--- src/rtl/ram_rd_ctrl_pkg.sv ---
// ram_rd_ctrl_pkg: FSM state encodings and stat counter width shared by the read controller.
package ram_rd_ctrl_pkg;
  typedef enum logic [1:0] {
    ST_INIT  = 2'd0,
    ST_RUN   = 2'd1,
    ST_DRAIN = 2'd2
  } state_t;
  localparam int STAT_W = 32;
endpackage

--- src/rtl/ram_rd_buf.sv ---
// ram_rd_buf: register circular buffer holding captured read data until the response side pops it.
module ram_rd_buf #(
  parameter int G_WIDTH   = 16,
  parameter int G_BUF_DEP = 4,
  parameter int G_BUF_AW  = 2
) (
  input  logic                clk,
  input  logic                rst_n,
  input  logic                push,
  input  logic [G_WIDTH-1:0]  pdat,
  input  logic                pop,
  output logic [G_WIDTH-1:0]  head,
  output logic [G_BUF_AW:0]   count
);
  logic [G_WIDTH-1:0]  mem_q [G_BUF_DEP];
  logic [G_WIDTH-1:0]  mem_d [G_BUF_DEP];
  logic [G_BUF_AW-1:0] wr_ptr_q, wr_ptr_d, rd_ptr_q, rd_ptr_d;
  logic [G_BUF_AW:0]   cnt_q, cnt_d;
  logic                pop_ok;
  assign pop_ok = pop & (cnt_q != '0);
  assign head   = mem_q[rd_ptr_q];
  assign count  = cnt_q;
  always_comb begin
    mem_d = mem_q;
    if (push) mem_d[wr_ptr_q] = pdat;
    wr_ptr_d = wr_ptr_q + G_BUF_AW'(push);
    rd_ptr_d = rd_ptr_q + G_BUF_AW'(pop_ok);
    cnt_d    = cnt_q + (G_BUF_AW+1)'(push) - (G_BUF_AW+1)'(pop_ok);
  end
  always_ff @(posedge clk or negedge rst_n) begin
    if (!rst_n) begin
      mem_q    <= '{default: '0};
      wr_ptr_q <= '0;
      rd_ptr_q <= '0;
      cnt_q    <= '0;
    end else begin
      mem_q    <= mem_d;
      wr_ptr_q <= wr_ptr_d;
      rd_ptr_q <= rd_ptr_d;
      cnt_q    <= cnt_d;
    end
  end
  // Credit logic upstream must make a capture into a full buffer without a pop impossible.
  a_no_overflow: assert property (@(posedge clk) disable iff (!rst_n)
    !(push && !pop_ok && cnt_q == (G_BUF_AW+1)'(G_BUF_DEP)));
endmodule

--- src/rtl/ram_rd_ctrl.sv ---
// ram_rd_ctrl: credit-protected RAM read controller with in-order response buffer.
// Optional stat counters enabled by defining RAM_RD_CTRL_STAT_EN.
module ram_rd_ctrl
  import ram_rd_ctrl_pkg::*;
#(
  parameter int G_ADDR    = 10,
  parameter int G_WIDTH   = 16,
  parameter int G_RD_LAT  = 1,
  parameter int G_BUF_DEP = 4,
  parameter int G_BUF_AW  = 2
) (
  input  logic               clk,
  input  logic               rst_n,
  input  logic               ram_clrrdy,
  input  logic               req_vld,
  output logic               req_rdy,
  input  logic [G_ADDR-1:0]  req_add,
  output logic [G_ADDR-1:0]  ram_add,
  input  logic [G_WIDTH-1:0] ram_rdat,
  output logic               rsp_vld,
  input  logic               rsp_rdy,
  output logic [G_WIDTH-1:0] rsp_dat,
  output logic [STAT_W-1:0]  stat_rdcnt,
  output logic [STAT_W-1:0]  stat_stall,
  input  logic               stat_clr
);
  state_t              state_q, state_d;
  logic [G_RD_LAT:0]   sr_q, sr_d;
  logic [G_BUF_AW:0]   infl_q, infl_d, cnt;
  logic [G_ADDR-1:0]   add_q, add_d;
  logic [G_BUF_AW+1:0] outst;
  logic                acc, push, pop;
  // Same-cycle pops are deliberately not credited to keep req_rdy off the response path.
  assign outst   = {1'b0, infl_q} + {1'b0, cnt};
  assign req_rdy = (state_q == ST_RUN) && (outst < (G_BUF_AW+2)'(G_BUF_DEP));
  assign acc     = req_vld & req_rdy;
  assign push    = sr_q[G_RD_LAT];
  assign rsp_vld = cnt != '0;
  assign pop     = rsp_vld & rsp_rdy;
  assign ram_add = add_q;
  always_comb begin
    add_d  = acc ? req_add : add_q;
    sr_d   = {sr_q[G_RD_LAT-1:0], acc};
    infl_d = infl_q + (G_BUF_AW+1)'(acc) - (G_BUF_AW+1)'(push);
    state_d = state_q == ST_INIT ? (ram_clrrdy ? ST_RUN : ST_INIT)
            : state_q == ST_RUN  ? (ram_clrrdy ? ST_RUN : ST_DRAIN)
            : (infl_q == '0 ? ST_INIT : ST_DRAIN);
  end
  always_ff @(posedge clk or negedge rst_n) begin
    if (!rst_n) begin
      state_q <= ST_INIT;
      sr_q    <= '0;
      infl_q  <= '0;
      add_q   <= '0;
    end else begin
      state_q <= state_d;
      sr_q    <= sr_d;
      infl_q  <= infl_d;
      add_q   <= add_d;
    end
  end
  ram_rd_buf #(
    .G_WIDTH  (G_WIDTH),
    .G_BUF_DEP(G_BUF_DEP),
    .G_BUF_AW (G_BUF_AW)
  ) u_buf (
    .clk  (clk),
    .rst_n(rst_n),
    .push (push),
    .pdat (ram_rdat),
    .pop  (pop),
    .head (rsp_dat),
    .count(cnt)
  );
`ifdef RAM_RD_CTRL_STAT_EN
  logic [STAT_W-1:0] rdcnt_q, rdcnt_d, stall_q, stall_d;
  always_comb begin
    rdcnt_d = stat_clr ? '0 : (acc && ~&rdcnt_q) ? rdcnt_q + STAT_W'(1) : rdcnt_q;
    stall_d = stat_clr ? '0 : (req_vld && !req_rdy && ~&stall_q) ? stall_q + STAT_W'(1) : stall_q;
  end
  always_ff @(posedge clk or negedge rst_n) begin
    if (!rst_n) begin
      rdcnt_q <= '0;
      stall_q <= '0;
    end else begin
      rdcnt_q <= rdcnt_d;
      stall_q <= stall_d;
    end
  end
  assign stat_rdcnt = rdcnt_q;
  assign stat_stall = stall_q;
`else
  logic stat_clr_unused;
  assign stat_clr_unused = stat_clr;
  assign stat_rdcnt = '0;
  assign stat_stall = '0;
`endif
endmodule
--- config.mk ---
export PLATFORM = sky130hd
export DESIGN_NAME = ram_rd_ctrl
export DESIGN_NICKNAME = d
export VERILOG_FILES = /design/src/rtl/ram_rd_ctrl_pkg.sv /design/src/rtl/ram_rd_buf.sv /design/src/rtl/ram_rd_ctrl.sv
export SDC_FILE = /design/constraint.sdc
export NUM_CORES = 1
export LEC_CHECK = 0
export CAP_MARGIN = 0
export CORE_AREA = 2 2 103 105
export CTS_BUF_LIST = sky130_fd_sc_hd__clkbuf_2 sky130_fd_sc_hd__clkbuf_4 sky130_fd_sc_hd__clkbuf_8
export DETAILED_ROUTE_END_ITERATION = 6
export DIE_AREA = 0 0 105 107
export MAX_ROUTING_LAYER = met4
export PLACE_DENSITY = 0.84
export SKIP_LAST_GASP = 1
export SYNTH_ARGS = -nofsm -noshare
export SYNTH_HDL_FRONTEND = slang
export SYNTH_SLANG_ARGS = --single-unit
export TNS_END_PERCENT = 1
--- constraint.sdc ---
create_clock -name clk -period 5.13 [get_ports clk]
set_input_delay 1.026 -clock clk [delete_from_list [all_inputs] [get_ports clk]]
set_output_delay 1.026 -clock clk [all_outputs]
set_load 0.01 [all_outputs]
==> impl_results.md <==
* Status: finished, final reports clean
* Fraction of final layout cells with drive strength greater than 1 at 31.83%
* Number of flip-flops and latches in the synthesized netlist at 88
* Number of enable-type register cells in the synthesized netlist at 0
* Top post-synthesis cells by area: sky130_fd_sc_hd__dfrtp_1, sky130_fd_sc_hd__mux2_2, sky130_fd_sc_hd__buf_4, sky130_fd_sc_hd__mux4_2, sky130_fd_sc_hd__mux2_4
* Clk_lat worst skew at 0.35 ns
* Standard cell area after detailed placement at 4767 µm²
* Average wire length per cell after detail routing at 14.85 µm
* Clock skew at 0.008720 ns
* Vias at 2,258
* Hold Fails Final Rpt at 0
* Pwr/cell area at 597.2 nW/µm²
* Crit path buf inv count at 2
* Ys flop type: sky130_fd_sc_hd__dfrtp_1
* Antenna diode count at 0
* Final period utilization at 65.97%
* Aggregate negative setup slack at 0 ns
* Distinct cell type count of the synthesized netlist at 28
* Starting utilization of the core area at 42.81%
* Cell with the largest stage delay on the worst path: sky130_fd_sc_hd__dfrtp_1
* Total global routing track utilization at 13.97%
* Area Overhead vs Synth at 15.12%
* Via count of the first global-routing pass at 2,457
* Net total in the final layout at 392
* RePlAce Congestion at 0.7336
* PostCTS Resize Cnt at 0
* Type of the most critical hold path: register to register
* Pins Over Slew Limit at 0
* CORE AREA at 10,090 µm²
* Slack of the critical path at 1.745 ns
* DIE HEIGHT at 107 µm
* Post-route design area at 4974 µm²
* Post-CTS clock slew at the launch and capture registers of the worst setup and hold paths at 0.08 ns
* Post-CTS Repair Setup Buffers at 0
* Largest fanout of any net on the critical path at 11
* Top post-synthesis cells by count: sky130_fd_sc_hd__dfrtp_1, sky130_fd_sc_hd__buf_4, sky130_fd_sc_hd__mux2_2, sky130_fd_sc_hd__mux4_2
* Clock tree root buffer cell: sky130_fd_sc_hd__clkbuf_8
* CTS tree: yes
* Share of flip-flops with an asynchronous set or reset after synthesis at 100.0%
* Routed WL at 7291 µm
* Number of instances in the placed design at 475
* Maxcap violations at 0
* Post-Place Worst Slack at 1.739 ns
* Transition time at the pin with the least slew margin at 1.086 ns
* Max Clk Rate at 295.5 MHz
* Count of TritonRoute iterations in the first routing pass at 5
* Area share of the leading cell type in the synthesized netlist at 50.97%
* Crit-path cells: buf_4 > mux4_2 > clkdlybuf4s50_1
* Number of input and output port buffers inserted at 58
* Area of the die at 11,240 µm²
* Syn Area/Cell at 14.85 µm²
* Total of hold buffers inserted after clock tree synthesis at 0
* Post-Synthesis Cell Area at 4320 µm²
* Leakage power of the design at 2.229 nW
* CP startpoint kind: register
* Required time reported for the critical path endpoint at 4.10 ns
* Filler Cells Inserted at 897
* Sinks on Clock Net at 88
* Setup repair after global routing missed its margin: false
* H-tree lvl count at 3
* Slowest cell delay on critical path at 0.61 ns
* Crit-path leading delay family: buffers and inverters
* First-pass GRT wire length at 11,820 µm
* Maximum count of clock buffers along a single path at 2
* Residual overflow from global routing at 0
* Num CTS Buffers at 9
* Standard-cell rows at 37
* Top Ports at 124
* Relative slew slack at 27.58%
* Signal arrival time at the worst endpoint at 2.36 ns
* Sort of element at the end of the critical path: output pin
* Dominant cell type by area after synthesis: sky130_fd_sc_hd__dfrtp_1
* Syn. warnings at 0
* Worst-case vdd ir drop at 264.1 µV
* Count of mapped cells out of synthesis at 291
* Worst Setup Path Type: register to output pin
* Share of synthesized area occupied by flip-flops and latches at 50.97%
* Finish-stage setup viols at 0
* Detailed-route DRC error count at 0
* Largest net degree at the start of global routing at 89
* Minimum period implied by the final worst setup slack at 3.385 ns
* Die X-Extent at 105 µm
* HPWL after DPL at 4933 µm
* DRC marker count from the first detailed-route iteration at 66
* Fin cells at 491
* Avg Vias per Cell at 4.599
* Most numerous cell in the Yosys netlist: sky130_fd_sc_hd__dfrtp_1
* Remaining antenna violation count after routing at 0
* Initial antenna violation count at 0
logic make-up after synthesis:
family	count (synthesis)	share of synthesized area [%]
compound gates	2	0.2896
xor+xnor	6	1.216
fa+ha+maj	10	3.244
buf+inv	82	13.32
flops	88	50.97
mux	90	28.32
other cells	1	0.08680
simple gates	12	2.549
power breakdown:
| part | internal (W) | total, W | switching (W) |
|---|---|---|---|
| Sequential | 0.00102 | 0.00126 | 0.000235 |
| Combinational | 0.000810 | 0.00123 | 0.000418 |
| Clock | 0.000239 | 0.000483 | 0.000244 |
| Total | 0.00207 | 0.00297 | 0.000898 |
sequential cells by signal, indices dropped and copies added, names as in the netlist:
register	count
u_buf.mem_q	64
ram_add	10
infl_q	3
u_buf.count	3
sr_q	2
state_q	2
u_buf.rd_ptr_q	2
u_buf.wr_ptr_q	2
area by class of cell:
type | count | area, µm² | area share [%]
Timing Repair Buffer | 59 | 585.6 | 11.77
Tap cell | 136 | 170.2 | 3.421
Inverter | 8 | 30.03 | 0.6038
Multi-Input combinational cell | 184 | 1779 | 35.77
Clock buffer | 10 | 137.6 | 2.767
Sequential cell | 88 | 2202 | 44.28
Clock inverter | 6 | 68.82 | 1.384
final timing paths:
kind | endpoint | from | slack [ns] | cells past startpoint
max | rsp_dat[13] | u_buf.rd_ptr_q[0]$_DFF_PN0_ | 1.75 | 3
min | sr_q[1]$_DFF_PN0_ | sr_q[0]$_DFF_PN0_ | 0.35 | 0
max reg2reg | infl_q[2]$_DFF_PN0_ | infl_q[1]$_DFF_PN0_ | 2.25 | 10
min reg2reg | sr_q[1]$_DFF_PN0_ | sr_q[0]$_DFF_PN0_ | 0.35 | 0
max in group asynchronous | ram_add[7]$_DFFE_PN0P_ | rst_n | 3.56 | 1
min in group asynchronous | u_buf.mem_q[52]$_DFFE_PN0P_ | rst_n | 0.85 | 1
routing by layer:
| metal | GRT usage, % | wire, µm | vias up |
|---|---|---|---|
| li1 | - | - | 1004 |
| met1 | 15.03 | 2890 | 1164 |
| met4 | 2.857 | 34 | 0 |
| met3 | 5.228 | 464 | 4 |
| met2 | 24.81 | 3901 | 86 |
| met5 | - | 0 | - |
cell usage in the layout, fill, tap and decap left out, types with 2 or more instances in the layout:
cell and instances:
sky130_fd_sc_hd__dfrtp_1 88, sky130_fd_sc_hd__mux2_2 66, sky130_fd_sc_hd__conb_1 64, sky130_fd_sc_hd__clkdlybuf4s50_1 57, sky130_fd_sc_hd__mux4_2 16, sky130_fd_sc_hd__clkbuf_8 10
sky130_fd_sc_hd__inv_1 8, sky130_fd_sc_hd__mux2_4 8, sky130_fd_sc_hd__ha_1 8, sky130_fd_sc_hd__xnor2_1 4, sky130_fd_sc_hd__clkinvlp_4 4, sky130_fd_sc_hd__xor2_1 2
sky130_fd_sc_hd__fa_1 2, sky130_fd_sc_hd__buf_4 2
per-stage QoR:
step	utilization, %	power, W	hold WS (ns)
finish	49.28	0.002970	0.3530
global route	49.28	0.003169	0.3739
CTS	49.28	0.003016	0.3558
detailed placement	47.24	0.002524	0.3362
global placement	47.24	0.002452	0.3328
floorplan	-	0.002024	0.3312
Note: power is estimated with default switching activity, not from simulation.
